**src/rtl/ioctl_ram16_writer.sv**
```systemverilog
// Packs the ioctl download byte stream into 16-bit little-endian words, queues
// them in a small FIFO and writes them to a 16-bit memory port over req/ack.
module ioctl_ram16_writer #(
  parameter int          DEPTH       = 4,
  parameter logic [23:0] BASE_WORD   = 24'h000000,
  parameter logic [7:0]  INDEX_MASK  = 8'h3F,
  parameter logic [7:0]  INDEX_VALUE = 8'h00
) (
  input  logic        clk_sys,
  input  logic        reset,
  input  logic        ioctl_download,
  input  logic [7:0]  ioctl_index,
  input  logic        ioctl_wr,
  input  logic [24:0] ioctl_addr,
  input  logic [7:0]  ioctl_dout,
  output logic        mem_req,
  output logic [23:0] mem_addr,
  output logic [15:0] mem_din,
  output logic [1:0]  mem_be,
  input  logic        mem_ack,
  output logic        busy,
  output logic        done,
  output logic        overflow
);

  // Memory handshake: mem_req rises with addr/din/be already stable and they
  // hold until the cycle mem_ack=1 is sampled; that edge pops the FIFO head
  // and drops mem_req, so consecutive requests are separated by one idle cycle.

  localparam int AW = (DEPTH > 1) ? $clog2(DEPTH) : 1;
  localparam logic [AW:0]   FULL_CNT = (AW+1)'(DEPTH);
  localparam logic [AW:0]   CNT_ONE  = 1;
  localparam logic [AW-1:0] PTR_ONE  = 1;

  typedef enum logic [2:0] {
    S_IDLE, S_IGNORE, S_ACTIVE, S_FLUSH, S_DRAIN, S_DONE
  } state_t;

  state_t state_q, state_d;
  logic   dl_q;
  logic   dl_rise;
  logic   index_match;

  // Pending half-filled word
  logic        pend_valid, pend_valid_d;
  logic [23:0] pend_wa, pend_wa_d;
  logic [7:0]  pend_lo, pend_lo_d;
  logic [7:0]  pend_hi, pend_hi_d;
  logic [1:0]  pend_be, pend_be_d;

  logic [23:0] wa;
  logic        push;
  logic [23:0] push_wa;
  logic [15:0] push_din;
  logic [1:0]  push_be;

  // FIFO entry layout: {word address, data, byte enables}
  logic [41:0]   fifo_mem [DEPTH];
  logic [AW-1:0] wr_ptr, rd_ptr;
  logic [AW:0]   count;
  logic          fifo_full, fifo_empty;
  logic          pop, do_push;

  assign dl_rise     = ioctl_download & ~dl_q;
  assign index_match = ((ioctl_index & INDEX_MASK) == INDEX_VALUE);
  assign wa          = ioctl_addr[24:1] + BASE_WORD;
  assign fifo_full   = (count == FULL_CNT);
  assign fifo_empty  = (count == '0);
  assign pop         = mem_req & mem_ack;
  assign do_push     = push & (~fifo_full | pop);
  assign busy        = (state_q != S_IDLE);
  assign done        = (state_q == S_DONE);

  always_comb begin
    state_d = state_q;
    case (state_q)
      S_IDLE:   if (dl_rise) state_d = index_match ? S_ACTIVE : S_IGNORE;
      S_IGNORE: if (!ioctl_download) state_d = S_IDLE;
      S_ACTIVE: if (!ioctl_download) state_d = S_FLUSH;
      S_FLUSH:  state_d = S_DRAIN;
      S_DRAIN:  if (fifo_empty && !mem_req) state_d = S_DONE;
      S_DONE:   state_d = S_IDLE;
      default:  state_d = S_IDLE;
    endcase
  end

  // Byte packing; at most one FIFO push per cycle.
  always_comb begin
    push         = 1'b0;
    push_wa      = pend_wa;
    push_din     = {pend_hi, pend_lo};
    push_be      = pend_be;
    pend_valid_d = pend_valid;
    pend_wa_d    = pend_wa;
    pend_lo_d    = pend_lo;
    pend_hi_d    = pend_hi;
    pend_be_d    = pend_be;
    if (state_q == S_ACTIVE && ioctl_wr) begin
      if (pend_valid && ioctl_addr[0] && pend_wa == wa && pend_be == 2'b01) begin
        push         = 1'b1;
        push_din     = {ioctl_dout, pend_lo};
        push_be      = 2'b11;
        pend_valid_d = 1'b0;
      end else if (pend_valid && pend_wa == wa) begin
        // Same word, lane merge (a refilled lane is overwritten)
        if (ioctl_addr[0]) begin
          pend_hi_d = ioctl_dout;
          pend_be_d = pend_be | 2'b10;
        end else begin
          pend_lo_d = ioctl_dout;
          pend_be_d = pend_be | 2'b01;
        end
      end else begin
        // New word; a stale pending word goes out as a partial entry
        push         = pend_valid;
        pend_valid_d = 1'b1;
        pend_wa_d    = wa;
        pend_lo_d    = ioctl_addr[0] ? 8'h00 : ioctl_dout;
        pend_hi_d    = ioctl_addr[0] ? ioctl_dout : 8'h00;
        pend_be_d    = ioctl_addr[0] ? 2'b10 : 2'b01;
      end
    end else if (state_q == S_FLUSH && pend_valid) begin
      push         = 1'b1;
      pend_valid_d = 1'b0;
    end
  end

  always_ff @(posedge clk_sys) begin
    if (reset) begin
      state_q    <= S_IDLE;
      dl_q       <= 1'b0;
      pend_valid <= 1'b0;
      pend_wa    <= '0;
      pend_lo    <= '0;
      pend_hi    <= '0;
      pend_be    <= '0;
    end else begin
      state_q    <= state_d;
      dl_q       <= ioctl_download;
      pend_valid <= pend_valid_d;
      pend_wa    <= pend_wa_d;
      pend_lo    <= pend_lo_d;
      pend_hi    <= pend_hi_d;
      pend_be    <= pend_be_d;
    end
  end

  always_ff @(posedge clk_sys) begin
    if (do_push) fifo_mem[wr_ptr] <= {push_wa, push_din, push_be};
  end

  always_ff @(posedge clk_sys) begin
    if (reset) begin
      wr_ptr   <= '0;
      rd_ptr   <= '0;
      count    <= '0;
      overflow <= 1'b0;
    end else begin
      if (do_push) wr_ptr <= wr_ptr + PTR_ONE;
      if (pop)     rd_ptr <= rd_ptr + PTR_ONE;
      case ({do_push, pop})
        2'b10:   count <= count + CNT_ONE;
        2'b01:   count <= count - CNT_ONE;
        default: count <= count;
      endcase
      if (push && fifo_full && !pop) overflow <= 1'b1;
    end
  end

  // Head is copied into the output registers when a request starts.
  always_ff @(posedge clk_sys) begin
    if (reset) begin
      mem_req  <= 1'b0;
      mem_addr <= '0;
      mem_din  <= '0;
      mem_be   <= '0;
    end else if (pop) begin
      mem_req <= 1'b0;
    end else if (!mem_req && !fifo_empty) begin
      mem_req                    <= 1'b1;
      {mem_addr, mem_din, mem_be} <= fifo_mem[rd_ptr];
    end
  end

endmodule

```
**config.mk**
```make
export PLATFORM = sky130hd
export DESIGN_NAME = ioctl_ram16_writer
export DESIGN_NICKNAME = d
export VERILOG_FILES = /design/src/rtl/ioctl_ram16_writer.sv
export SDC_FILE = /design/constraint.sdc
export NUM_CORES = 1
export LEC_CHECK = 0
export ABC_AREA = 0
export BUFFER_PORTS_ARGS = -buffer_cell sky130_fd_sc_hd__clkbuf_2
export CAP_MARGIN = 10
export CORE_ASPECT_RATIO = 2
export CORE_UTILIZATION = 50
export CTS_CLUSTER_SIZE = 28
export DETAILED_ROUTE_END_ITERATION = 10
export GPL_TIMING_DRIVEN = 0
export PLACE_DENSITY = 0.8
export SLEW_MARGIN = 20
export SYNTH_ARGS = -nofsm -noshare
export SYNTH_HDL_FRONTEND = slang
export SYNTH_SLANG_ARGS = --single-unit
export TNS_END_PERCENT = 5
```
**constraint.sdc**
```tcl
create_clock -name clk_sys -period 5.3 [get_ports clk_sys]
set_input_delay 0.265 -clock clk_sys [delete_from_list [all_inputs] [get_ports clk_sys]]
set_output_delay 0.265 -clock clk_sys [all_outputs]
set_load 0.02 [all_outputs]
```
==> impl_metrics.yaml, run 1 <==
worst_setup_path:
  slowest_stage: "sky130_fd_sc_hd__or4_1"
  crit_path_end_kind: "register"
  timing.critical_path.required_ps: 5690
  reg2reg_slack_ps: 2330
  max_stage_delay_ps: 630
  timing.rr.start: "pend_wa[7]"
  worst_ep_arrival_time_ps: 3360
  setup.worst_path.start_class: "register"
  critPathKind: "register to register"
  critPathMostFrequentCell: "sky130_fd_sc_hd__nand4_1"
  worstReg2RegEnd: "count[2]"
  crit_path_max_fanout: 6
  critical_path.cell_chain: "xnor2_1 > nand4_1 > or4_1 > o21ai_1 > fa_1 > nor2_1 > nand4_1 > o21ai_0 > a31oi_1 > mux2_1"
  timing.reg2reg.worst_path_depth: 10
power:
  p_sw_share_pct: 23.7
  ir_worst_vdd_v: 0.000225
  design_power_total_mw: 4.20
  power_frac_seq_pct: 53.8
  cellPowerDensity_nw_per_um2: 357
  logic_gate_share_of_total_power_pct: 8.5
  power_frac_clock_pct: 37.8
  internal_power_mw: 3.21
  power_switching_mw: 0.994
  lkg_pwr_nw: 3.71
place:
  gpl.final_weighted_congestion: 0.789
  detailedPlacementHpwl_um: 15400
  dpl-instance-area_um2: 11100
  io_buffer_count: 89
clock_network:
  post_cts_resized: 0
  post_cts_buffers: 0
  h_tree_lvl_count: 1
  worst_skew_pair.late_latency_ps: 510
  tritoncts: "yes"
  clock_tree.root_cell: "sky130_fd_sc_hd__clkbuf_16"
  max-clock-path-buffers: 3
  tritoncts.num_buffers: 21
  clock_sink_count: 266
  cts.clk_slew.worst_paths_ps: 70
timing:
  worst_hold_slack_ps: 13.5
  report.final.slew_viol_count: 0
  grt_setup_unrepaired: "no"
  worst_slew_margin_relative_to_its_limit_pct: 49.1
  tightestPinTransition_ps: 761
  clock-skew-final_ps: 14.0
  period_minus_slack_ps: 2970
  achievable_clock_frequency_mhz: 337
  layout_worst_path_cycle_share_pct: 56.0
  setup-violations-final: 0
  fin_setup_tns_ps: 0
  hold_viol: 0
finish:
  multi_input_comb_area_um2: 3070
  post_route_cells_drive_above_1_share_pct: 22.8
  final_area_um2: 11800
  fill_cells: 1542
  synthToLayoutAreaGrowth_pct: 14.4
  highest_count_cells_in_the_layout_ignoring_fill_and_taps: "168 x sky130_fd_sc_hd__edfxtp_1, 146 x sky130_fd_sc_hd__nand2_1, 98 x sky130_fd_sc_hd__dfxtp_1"
  finish.net_count: 905
  leading_cell_type_in_the_layout_fill_and_taps_excluded: "sky130_fd_sc_hd__edfxtp_1"
  antenna-diode-count: 0
  layout.area.seq_um2: 7010
global_route:
  grt_pass1_vias: 6251
  gr-usage-all-layers_pct: 22.5
  grt_start_max_net_pins: 43
  overflow: 0
  grt_first_pass_wirelength_um: 34500
  grt_antenna_before_repair: 0
min_path:
  hold_path.class: "primary input to register"
  worstHoldPathCells: 3
  min_to: "pend_wa[15]"
  min-delay-start: "ioctl_addr[16]"
drt:
  via_count: 6287
  detail_route.first_pass.iterations: 5
  post_drt_via_cell_ratio: 5.56
  wl_per_instance_um: 19.9
  drt_iter0_markers: 419
  finalWirelength_um: 22500
  drt_drc_violations_left: 0
  antenna_violating_nets_post_route: 0
floorplanning:
  initial_core_utilization_pct: 51.4
  floorplan.die.height_um: 205
  die_area_um2: 21200
  placementRows: 73
  floorplan.die.width_um: 103
  count_of_pins_on_the_block_boundary: 92
  placeableCoreArea_um2: 20000
synth:
  ys.warnings.count: 0
  mappedNetlistNets: 792
  synth_flop_cell: "sky130_fd_sc_hd__edfxtp_1"
  synth_sequential_area_ratio_pct: 68.1
  synth_seq_cells: 266
  syn-cell-area_um2: 10300
  postSynth.asyncResetShare_pct: 0
  synth_edf_count: 168
  syn_inst: 741
  yosys.cell_types.count: 47
  postSynthAreaPerCell_um2: 13.9
flow_run:
  maxCapViolCount: 0
outcome:
  outcome: "finished clean"
[what timing repair did]
item / 4_1_cts / 5_1_grt
setup endpoints to repair: 0 / 0
hold buffers: 1 / 0
endpoints found under the hold margin: 1 / 0
[layout make-up]
| class | count | area share, % |
|---|---|---|
| inverter | 3 | 0.0957 |
| clock inverter | 12 | 1.06 |
| clock buffer | 25 | 4.77 |
| timing repair buffer | 90 | 3.87 |
| tap | 262 | 2.79 |
| sequential | 266 | 59.6 |
| buffer | 44 | 1.71 |
| multi-input combinational | 428 | 26.1 |
[worst max path at each step]
stage	depth (start not counted)	end	slack, ps	startpoint
after floorplan	6	fifo_mem[0][0]	2410	mem_req
after detailed placement	11	count[2]	2410	ioctl_addr[8]
after global placement	6	fifo_mem[1][6]	1330	ioctl_addr[9]
final	10	count[2]	2330	pend_wa[7]
after global routing	10	count[2]	2210	pend_wa[7]
after CTS	10	count[2]	2390	pend_wa[10]
[metrics by stage]
step	std cells	worst slack [ps]	util (%)
6_report	1130	2330	58.8
5_1_grt	1130	2210	58.8
3_5_place_dp	1092	2410	55.3
4_1_cts	1130	2390	58.8
3_3_place_gp	1092	1330	55.3
2_1_floorplan	741	2410	-
[power groups by stage]
stage | clock [mW] | combinational (mW) | sequential, mW
2_1_floorplan | 0 | 0.163 | 2.35
3_3_place_gp | 0 | 0.353 | 2.30
3_5_place_dp | 0 | 0.360 | 2.30
4_1_cts | 1.60 | 0.361 | 2.26
5_1_grt | 1.67 | 0.391 | 2.26
6_report | 1.59 | 0.357 | 2.26
[logic make-up after synthesis]
logic type | after synthesis | synth area share [%]
muxes | 54 | 10.8
buffers and inverters | 47 | 2.07
DFF | 266 | 68.1
xor gates and xnor gates | 28 | 2.38
adders and majority gates | 5 | 0.681
and+or+nand+nor | 240 | 10.8
AOI/OAI and AO/OA | 101 | 5.17
[per-layer routing]
| metal | up-vias | track usage [%] | wire [µm] |
|---|---|---|---|
| met3 | 63 | 2.90 | 1170 |
| met4 | 0 | 11.2 | 1220 |
| met1 | 3069 | 24.3 | 7620 |
| li1 | 2922 | - | - |
| met5 | - | 0 | 0 |
| met2 | 233 | 41.8 | 12500 |
[Yosys cell counts, types with 2 or more instances]
cell type                  count  area share [%]
sky130_fd_sc_hd__a21oi_1      88             4.3
sky130_fd_sc_hd__a31oi_1       3            0.18
sky130_fd_sc_hd__and2_1        5            0.30
sky130_fd_sc_hd__and3b_1       2            0.17
sky130_fd_sc_hd__buf_2         8            0.39
sky130_fd_sc_hd__buf_4         3            0.22
sky130_fd_sc_hd__buf_6         2            0.22
sky130_fd_sc_hd__clkbuf_1     30             1.1
sky130_fd_sc_hd__dfxtp_1      98              19
sky130_fd_sc_hd__edfxtp_1    168              49
sky130_fd_sc_hd__ha_1          4            0.49
sky130_fd_sc_hd__inv_1         3            0.11
sky130_fd_sc_hd__mux2_1        2            0.22
sky130_fd_sc_hd__mux2_4        8             1.2
sky130_fd_sc_hd__mux2i_1       2            0.19
sky130_fd_sc_hd__mux4_2       42             9.2
sky130_fd_sc_hd__nand2_1     146             5.3
sky130_fd_sc_hd__nand2b_1      8            0.49
sky130_fd_sc_hd__nand3_1      25             1.2
sky130_fd_sc_hd__nand4_1       7            0.43
sky130_fd_sc_hd__nor2_1       24            0.88
sky130_fd_sc_hd__nor2b_1       5            0.30
sky130_fd_sc_hd__nor3_1        3            0.15
sky130_fd_sc_hd__nor4_1        2            0.12
sky130_fd_sc_hd__nor4_2        2            0.24
sky130_fd_sc_hd__o21ai_0       3            0.15
sky130_fd_sc_hd__or2_2         2            0.12
sky130_fd_sc_hd__xnor2_1      18             1.5
sky130_fd_sc_hd__xor2_1       10            0.85
[state kept, by name, summed over array words and instances, names as in the netlist, 2 cells and up]
register,flops
count,3
fifo_mem,168
mem_addr,24
mem_be,2
mem_din,16
pend_be,2
pend_hi,8
pend_lo,8
pend_wa,24
rd_ptr,2
state_q,3
wr_ptr,2
[worst max-delay path, delay by kind of cell, from the launching register on]
family,cells,cell delay (ps)
AO/OA/AOI/OAI,3,610
XOR/XNOR,1,320
adder cells (fa/ha/maj),1,260
flip-flops,1,360
multiplexers,1,330
AND/OR/NAND/NOR,4,960
Note: power is estimated with default switching activity, not from simulation.
==> run 2, diff against run 1 <==
PLACE_DENSITY = 0.83   (was 0.8)
clock period = 2.5 ns   (was 5.3 ns; I/O delays follow)
==> impl_metrics.yaml, run 2 (synthesized netlist as in run 1, its figures left out) <==
finish:
  fill_cells: 1427
  synthToLayoutAreaGrowth_pct: 21.7
  finish.net_count: 967
  layout.core_utilization_pct: 62.5
  reg.largest.list: "fifo_mem (168), mem_addr (24), pend_wa (24)"
  largest_register: "fifo_mem"
  leading_cell_type_in_the_layout_fill_and_taps_excluded: "sky130_fd_sc_hd__edfxtp_1"
  antenna-diode-count: 0
  largest_register_ff_count: 168
  post_route_cells_drive_above_1_share_pct: 28.8
  highest_count_cells_in_the_layout_ignoring_fill_and_taps: "168 x sky130_fd_sc_hd__edfxtp_1, 146 x sky130_fd_sc_hd__nand2_1, 91 x sky130_fd_sc_hd__clkbuf_2"
  final_area_um2: 12500
clock_network:
  tritoncts: "yes"
  clock_sink_count: 266
  cts.clk_slew.worst_paths_ps: 80
  h_tree_lvl_count: 1
  max-clock-path-buffers: 3
  clock_tree.root_cell: "sky130_fd_sc_hd__clkbuf_16"
  tritoncts.num_buffers: 21
  worst_skew_pair.late_latency_ps: 500
worst_setup_path:
  timing.critical_path.buf_inv: 0
  critical_path.cell_chain: "xnor2_2 > nand4_1 > or4_4 > o21ai_4 > fa_2 > nor2_2 > nand4_1 > o21ai_1 > a31oi_1 > mux2_1"
  worstReg2RegEnd: "count[2]"
  timing.reg2reg.worst_path_depth: 10
  slowest_stage: "sky130_fd_sc_hd__or4_4"
  worst_ep_arrival_time_ps: 2990
  max_stage_delay_ps: 580
  reg2reg_slack_ps: -100
  crit_path_max_fanout: 2
  crit_path_end_kind: "register"
  worst_path_dominant_cell_family: "simple AND/OR/NAND/NOR gates"
  timing.rr.start: "pend_wa[5]"
  critPathKind: "register to register"
  timing.critical_path.required_ps: 2890
  setup.worst_path.start_class: "register"
  critPathMostFrequentCell: "sky130_fd_sc_hd__nand4_1"
drt:
  antenna_violating_nets_post_route: 0
  drt_iter0_markers: 468
  post_drt_via_cell_ratio: 5.68
  drt_drc_violations_left: 0
  wl_per_instance_um: 21.2
  finalWirelength_um: 25200
  via_count: 6767
  detail_route.first_pass.iterations: 5
outcome:
  outcome: "complete, but fails checks"
  violations: "setup timing"
power:
  power_frac_clock_pct: 36.2
  power_switching_mw: 2.11
  ir_worst_vdd_v: 0.000376
  design_power_total_mw: 8.80
  lkg_pwr_nw: 4.05
  power_frac_seq_pct: 54.3
  p_sw_share_pct: 23.9
  internal_power_mw: 6.69
  logic_gate_share_of_total_power_pct: 9.5
  cellPowerDensity_nw_per_um2: 703
timing:
  worst_slew_margin_relative_to_its_limit_pct: 48.7
  setup-violations-final: 102
  tightestPinTransition_ps: 770
  period_minus_slack_ps: 2600
  fin_ws_ps: -99.0
  clock-skew-final_ps: 13.2
  report.final.slew_viol_count: 0
  layout_worst_path_cycle_share_pct: 104
  grt_setup_unrepaired: "yes"
  hold_viol: 0
  achievable_clock_frequency_mhz: 385
floorplanning:
  placementRows: 73
  placeableCoreArea_um2: 20000
  initial_core_utilization_pct: 51.4
  count_of_pins_on_the_block_boundary: 92
  floorplan.die.height_um: 205
  floorplan.die.width_um: 103
  die_area_um2: 21200
global_route:
  grt_antenna_before_repair: 0
  grt_start_max_net_pins: 22
  gr-usage-all-layers_pct: 25.1
  grt_first_pass_wirelength_um: 38500
  overflow: 0
  grt_pass1_vias: 6917
min_path:
  min-delay-start: "ioctl_index[1]"
  worstHoldPathCells: 6
  min_to: "state_q[1]"
  hold_path.class: "primary input to register"
place:
  io_buffer_count: 89
  detailedPlacementHpwl_um: 15400
  dpl-instance-area_um2: 11100
  gpl.final_weighted_congestion: 0.835
flow_run:
  maxCapViolCount: 0
-- run 2: changes by cell type in the layout (fill, tap and decap cells not counted), moves of 8 or more --
| cell | change |
|---|---|
| sky130_fd_sc_hd__buf_4 | +25 |
| sky130_fd_sc_hd__dfxtp_1 | -22 |
| sky130_fd_sc_hd__dfxtp_2 | +14 |
| sky130_fd_sc_hd__dfxtp_4 | +8 |
| sky130_fd_sc_hd__dlygate4sd3_1 | +34 |
| sky130_fd_sc_hd__xnor2_1 | -8 |
-- run 2: layout make-up --
class                           count  area [µm²]  area share, %
Timing Repair Buffer              148         976           7.80
Buffer                             44         206           1.65
Inverter                            3        11.3         0.0900
Multi-Input combinational cell    432        3310           26.4
Clock inverter                      9        66.3          0.530
Clock buffer                       28         562           4.49
Tap cell                          262         328           2.62
Sequential cell                   266        7050           56.4
-- run 2: repair_timing --
item,CTS,global route
cloned,4,0
hold buffers,35,0
setup buffers,17,7
setup endpoints to repair,223,223
pin swaps,17,13
endpoints found under the hold margin,48,0
gates resized for setup,63,5
-- run 2: worst min-delay path, cell delays in order --
cell and delay [ps]:
sky130_fd_sc_hd__clkbuf_2 80, sky130_fd_sc_hd__nor2_1 40, sky130_fd_sc_hd__nand2_1 60, sky130_fd_sc_hd__nor2_1 40, sky130_fd_sc_hd__nor2_1 80, sky130_fd_sc_hd__nor3_1 50
-- run 2: how the worst max path moves through the flow --
stage / from / endpoint / slack (ps) / depth (start not counted)
after detailed placement: pend_wa[8] / fifo_mem[0][7] / -470 / 5
final: pend_wa[5] / count[2] / -100 / 10
after global placement: pend_wa[8] / fifo_mem[0][6] / -1500 / 5
after floorplan: mem_req / fifo_mem[2][0] / -390 / 6
after CTS: pend_wa[15] / fifo_mem[1][17] / 5 / 8
after global routing: pend_wa[5] / count[2] / -160 / 10
-- run 2: power by group through the flow --
stage / clock (mW) / sequential [mW] / combinational, mW
2_1_floorplan: 0 / 4.99 / 0.345
3_3_place_gp: 0 / 4.88 / 0.749
6_report: 3.19 / 4.78 / 0.834
3_5_place_dp: 0 / 4.88 / 0.759
5_1_grt: 3.35 / 4.79 / 0.911
4_1_cts: 3.18 / 4.78 / 0.826
-- run 2: layer usage --
layer	global-route usage, %	part of all wire [%]
met5	0	0
met4	14.3	6.3
met3	3.34	6.7
met2	45.3	54
met1	27.4	33
-- run 2: stage by stage --
step | setup TNS [ps] | hold slack [ps] | std cells | setup WS, ps
final | -1090 | 8.84 | 1192 | -99.0
after global routing | -7430 | 34.0 | 1192 | -163
after CTS | 0 | 10.1 | 1185 | 5.13
after detailed placement | -92370 | 387 | 1092 | -470
after global placement | -226460 | 373 | 1092 | -1500
after floorplan | -48750 | 253 | 741 | -387
